## config.mk

```make
export PLATFORM = sky130hd
export DESIGN_NAME = rf_wb_arbiter
export DESIGN_NICKNAME = d
export VERILOG_FILES = /design/src/rtl/rf_wb_arbiter.sv
export SDC_FILE = /design/constraint.sdc
export NUM_CORES = 1
export LEC_CHECK = 0
export BUFFER_PORTS_ARGS = -buffer_cell sky130_fd_sc_hd__clkbuf_2
export CORE_MARGIN = 3
export CORE_UTILIZATION = 25
export DETAILED_ROUTE_END_ITERATION = 10
export PLACE_DENSITY = 0.45
export SYNTH_ARGS = -nofsm -noshare
export SYNTH_HDL_FRONTEND = slang
export SYNTH_SLANG_ARGS = --single-unit
```

## constraint.sdc

```tcl
create_clock -name clk_i -period 1.7 [get_ports clk_i]
set_clock_uncertainty 0.2 [all_clocks]
set_input_delay 0.34 -clock clk_i [delete_from_list [all_inputs] [get_ports clk_i]]
set_output_delay 0.34 -clock clk_i [all_outputs]
set_load 0.005 [all_outputs]
```

## src/rtl/rf_wb_arbiter.sv

```systemverilog
// Register-file write-back arbiter: ALU results always win the single write port, and LSU loads queue and drain on idle cycles.
// The write port is registered, so a write appears one cycle after it wins. LSU backpressure comes from lsu_ready_o, which drops when the queue is full.
module rf_wb_arbiter #(
   parameter int DEPTH = 2,
   parameter int XLEN  = 32
) (
   input  logic                         clk_i,
   input  logic                         rst_ni,
   input  logic                         alu_valid_i,
   input  logic [4:0]                   alu_rd_i,
   input  logic [XLEN-1:0]              alu_data_i,
   input  logic                         lsu_valid_i,
   output logic                         lsu_ready_o,
   input  logic [4:0]                   lsu_rd_i,
   input  logic [XLEN-1:0]              lsu_data_i,
   output logic [4:0]                   WA3_o,
   output logic [XLEN-1:0]              WD3_o,
   output logic                         WE3_o,
   output logic [31:0]                  busy_o,
   output logic [$clog2(DEPTH+1)-1:0]   pending_o
);

   localparam int CW = $clog2(DEPTH + 1);
   localparam int PW = (DEPTH > 1) ? $clog2(DEPTH) : 1;
   localparam logic [CW-1:0] FULL = CW'(DEPTH);
   localparam logic [PW-1:0] LAST = PW'(DEPTH - 1);

   logic [4:0]       ent_rd  [DEPTH];
   logic [XLEN-1:0]  ent_dat [DEPTH];
   logic [DEPTH-1:0] ent_live;
   logic [PW-1:0]    wr_ptr;
   logic [PW-1:0]    rd_ptr;
   logic [CW-1:0]    count;

   logic alu_wr;
   logic push;
   logic pop;
   logic head_live;

   function automatic logic [PW-1:0] nxt(input logic [PW-1:0] p);
      return (p == LAST) ? '0 : p + 1'b1;
   endfunction

   assign alu_wr      = alu_valid_i && (alu_rd_i != 5'd0);
   assign lsu_ready_o = (count < FULL);
   // Loads to x0 complete the handshake but never occupy a slot
   assign push        = lsu_valid_i && lsu_ready_o && (lsu_rd_i != 5'd0);
   assign pop         = !alu_wr && (count != '0);
   assign head_live   = ent_live[rd_ptr];
   assign pending_o   = count;

   // A slot's live bit is cleared when it pops, so live implies occupied
   always_comb begin
      busy_o = '0;
      for (int i = 0; i < DEPTH; i++) begin
         if (ent_live[i]) busy_o[ent_rd[i]] = 1'b1;
      end
      busy_o[0] = 1'b0;
   end

   always_ff @(posedge clk_i or negedge rst_ni) begin
      if (!rst_ni) begin
         for (int i = 0; i < DEPTH; i++) begin
            ent_rd[i]  <= '0;
            ent_dat[i] <= '0;
         end
         ent_live <= '0;
         wr_ptr   <= '0;
         rd_ptr   <= '0;
         count    <= '0;
         WE3_o    <= 1'b0;
         WA3_o    <= '0;
         WD3_o    <= '0;
      end else begin
         // A younger ALU write to the same register makes queued loads stale
         for (int i = 0; i < DEPTH; i++) begin
            if (alu_wr && (ent_rd[i] == alu_rd_i)) ent_live[i] <= 1'b0;
         end

         if (pop) begin
            ent_live[rd_ptr] <= 1'b0;
            rd_ptr           <= nxt(rd_ptr);
         end

         // A push never lands on the head being popped: push needs a free slot, pop needs a full one
         if (push) begin
            ent_rd[wr_ptr]   <= lsu_rd_i;
            ent_dat[wr_ptr]  <= lsu_data_i;
            ent_live[wr_ptr] <= !(alu_wr && (alu_rd_i == lsu_rd_i));
            wr_ptr           <= nxt(wr_ptr);
         end

         case ({push, pop})
            2'b10:   count <= count + 1'b1;
            2'b01:   count <= count - 1'b1;
            default: count <= count;
         endcase

         if (alu_wr) begin
            WE3_o <= 1'b1;
            WA3_o <= alu_rd_i;
            WD3_o <= alu_data_i;
         end else if (pop && head_live) begin
            WE3_o <= 1'b1;
            WA3_o <= ent_rd[rd_ptr];
            WD3_o <= ent_dat[rd_ptr];
         end else begin
            WE3_o <= 1'b0;
         end
      end
   end

endmodule

```

==> impl_results.md <==
- Status: finished with violations
- Failing checks: negative setup slack
- Tmin final: 2.186 ns
- Die area: 25200 sq um
- Comb power frac: 0.523
- CTS Buf Count: 17
- Clk network pwr share: 0.197
- Worst Hold Launch: lsu_rd_i[3]
- Num rows: 55
- CTS tree: done
- Post-synth EDFFs: 0
- Storage element area: 2963 sq um
- PwrDens: 1759 nW/um^2
- Clk sinks: 118
- Largest net degree at the start of global routing: 50
- Post-Syn Nets: 565
- Final Instance Count excl. Fillers: 1112
- Layout cells sized above 1: 0.5895
- Placed Area: 7441 sq um
- Post-Route Utilization: 0.4408
- Synth async-reset ratio: 1.000
- Cells after synthesis: 486
- R2r setup slk: -0.16 ns
- Vias: 4987
- Core ar.: 22780 sq um
- Reg power frac: 0.280
- CTS Buffer Depth: 2
- Flops & latches, synth: 118
- WHS Path Cells: 4
- Commonest cells after routing, fill and taps aside: clkbuf_2, dfrtp_1, mux2_4
- Kind of critical path: flop to output port
- Setup slack after layout: -0.4865 ns
- DRC viols: 0
- Clk_lat worst skew: 0.41 ns
- Global-route wire length before repair: 29370 um
- Yosys warnings: 0
- Slew Limit Fails: 0
- P_sw: 5749 uW
- Setup violators final: 110
- Avg Inst Size Synth: 12.00 sq um
- Setup TNS: -22.36 ns
- Multi-input logic area: 3391 sq um
- Commonest non-fill, non-tap cell in the layout: clkbuf_2
- Unrepaired setup endpoints after global routing: yes
- N_diodes: 0
- Port Buffers: 149
- Initial antenna violation count: 0
- Placer's final routability congestion estimate: 0.8583
- Detail Route Antenna Nets: 0
- Register area share after synthesis: 0.5063
- Worst-path maximum fanout: 6
- Area Overhead vs Synth: 72.15%
- Sw frac: 0.3255
- Post-synth top flop: dfrtp_1
- Hold Path Sink: ent_rd[8]
- Max-cap violations: 0
- # H-tree levels: 4
- Worst Setup End Kind: output port
- Crit path launch type: flop
- Worst-case reg-to-reg path depth: 8
- Hold Crit Class: primary input to flop
- CTS Root Cell: clkbuf_16
- Maximum vdd drop: 0.0007850 V
- Pre-Repair DR Iteration Count: 4
- HPWL after DPL: 11980 um
- Vias in the first global route: 5314
- Starting density of the core: 0.2560
- P_leak: 0.004676 uW
- Via-per-instance ratio: 4.485
- Inst Count DP: 967
- Reg2reg end: ent_dat[20]
- Layout Nets: 866
- Die width: 158.7 um
- Internal power: 11910 uW
- Final Hold Viols: 0
- Finished Cell Area: 10040 sq um
- FILL cells: 2090
- Iter 0 DRT Violations: 221
- # IOs: 151
- Arr. time, crit path: 1.65 ns
- Worst Path Required: 1.16 ns
- Syn Std Cell Area: 5832 sq um
- Synth unique cells: 33
- F_max: 457.4 MHz
- Clk pin slew, worst setup/hold paths: 0.06 ns
- Fin crit share: 1.286
- R2r startpoint: pending_o[1]
- Drt total wl: 19190 um
- Drt wl/cell: 17.26 um
- Die H: 158.7 um
- Pre-CTS WS: -0.5142 ns
- Congestion Overflow GR: 0
- Total GRT Usage: 0.1457
Yosys cell counts (all sizes together), types with 2 or more instances:
library cell | instances | area [sq um]
nand2 | 44 | 165.2
mux2i | 38 | 380.4
xnor2 | 12 | 105.1
nor4 | 3 | 18.77
o22ai | 33 | 206.5
mux2 | 110 | 1239
nand3b | 10 | 75.07
o211ai | 2 | 25.02
clkbuf | 20 | 75.07
nor2 | 6 | 30.03
o21ai | 42 | 214.0
or3 | 2 | 12.51
xor2 | 7 | 61.31
buf | 17 | 115.1
or4 | 2 | 18.77
dfrtp | 118 | 2953
nand3 | 7 | 35.03
or3b | 6 | 52.55
timing repair:
item	CTS	global route
hold endpoints to repair	213	0
hold buffers	65	0
pin swaps	17	33
endpoints found under the setup margin	99	148
setup buffers	22	26
resized for setup	149	106
cloned	10	3
critical path: stages (launching register included):
cell and delay (ns):
dfrtp_2 0.45, buf_6 0.15, nand3b_1 0.26, o22ai_1 0.23, buf_2 0.14
power by group through the flow:
stage / Sequential (uW) / Clock [uW] / Combinational [uW]
after floorplan: 4660 / 0 / 4230
after global placement: 4790 / 0 / 6150
after detailed placement: 4870 / 0 / 6300
after CTS: 4910 / 3560 / 8390
after global routing: 5120 / 3710 / 9870
final: 4940 / 3480 / 9240
registers in the layout, indices dropped and copies added, names as in the netlist:
signal,count
ent_rd,10
wr_ptr,1
WA3_o,5
WD3_o,32
ent_dat,64
ent_live,2
WE3_o,1
pending_o,2
rd_ptr,1
how the worst max path moves through the flow:
| stage | start | end | slack (ns) | cells past startpoint |
|---|---|---|---|---|
| floorplan | alu_rd_i[1] | pending_o[1] | -0.32 | 8 |
| global placement | lsu_rd_i[0] | ent_dat[12] | -0.50 | 5 |
| detailed placement | lsu_rd_i[0] | ent_dat[9] | -0.51 | 5 |
| CTS | ent_rd[5] | busy_o[24] | -0.50 | 4 |
| global route | ent_rd[9] | busy_o[15] | -0.58 | 4 |
| finish | ent_rd[9] | busy_o[15] | -0.49 | 4 |
routing by layer:
| metal | GRT usage | wire (um) | vias to the layer above |
|---|---|---|---|
| met4 | 0.03422 | 221 | 0 |
| met5 | 0 | 0 | - |
| met1 | 0.1863 | 8716 | 2484 |
| met3 | 0.03783 | 796 | 20 |
| li1 | - | - | 2361 |
| met2 | 0.2475 | 9456 | 122 |
cell families (layout without fill, tap and decap cells):
group / count (synthesis) / after routing / share of synthesized area
adders and majority gates: 1 / 1 / 0.002145
buffers and inverters: 38 / 351 / 0.03325
other: 1 / 1 / 0.0006430
DFF: 118 / 118 / 0.5063
and+or+nand+nor: 82 / 82 / 0.07230
muxes: 148 / 148 / 0.2776
xor gates and xnor gates: 19 / 19 / 0.02853
AOI/OAI and AO/OA: 79 / 79 / 0.07917
final cells by class:
cell class	count	area share
tap	313	0.03901
inverter	1	0.0006231
timing repair buffer	319	0.2712
clock buffer	21	0.04586
sequential	118	0.2951
clock inverter	10	0.01047
multi-input combinational	330	0.3377
per-stage QoR:
stage | hold slack, ns | power (uW)
after floorplan | -0.1556 | 8891
after global placement | 0.01268 | 10950
after detailed placement | 0.01015 | 11170
after CTS | 0.07862 | 16860
after global routing | 0.09790 | 18700
final | 0.1057 | 17660
Power figures use the tool's default switching activity.
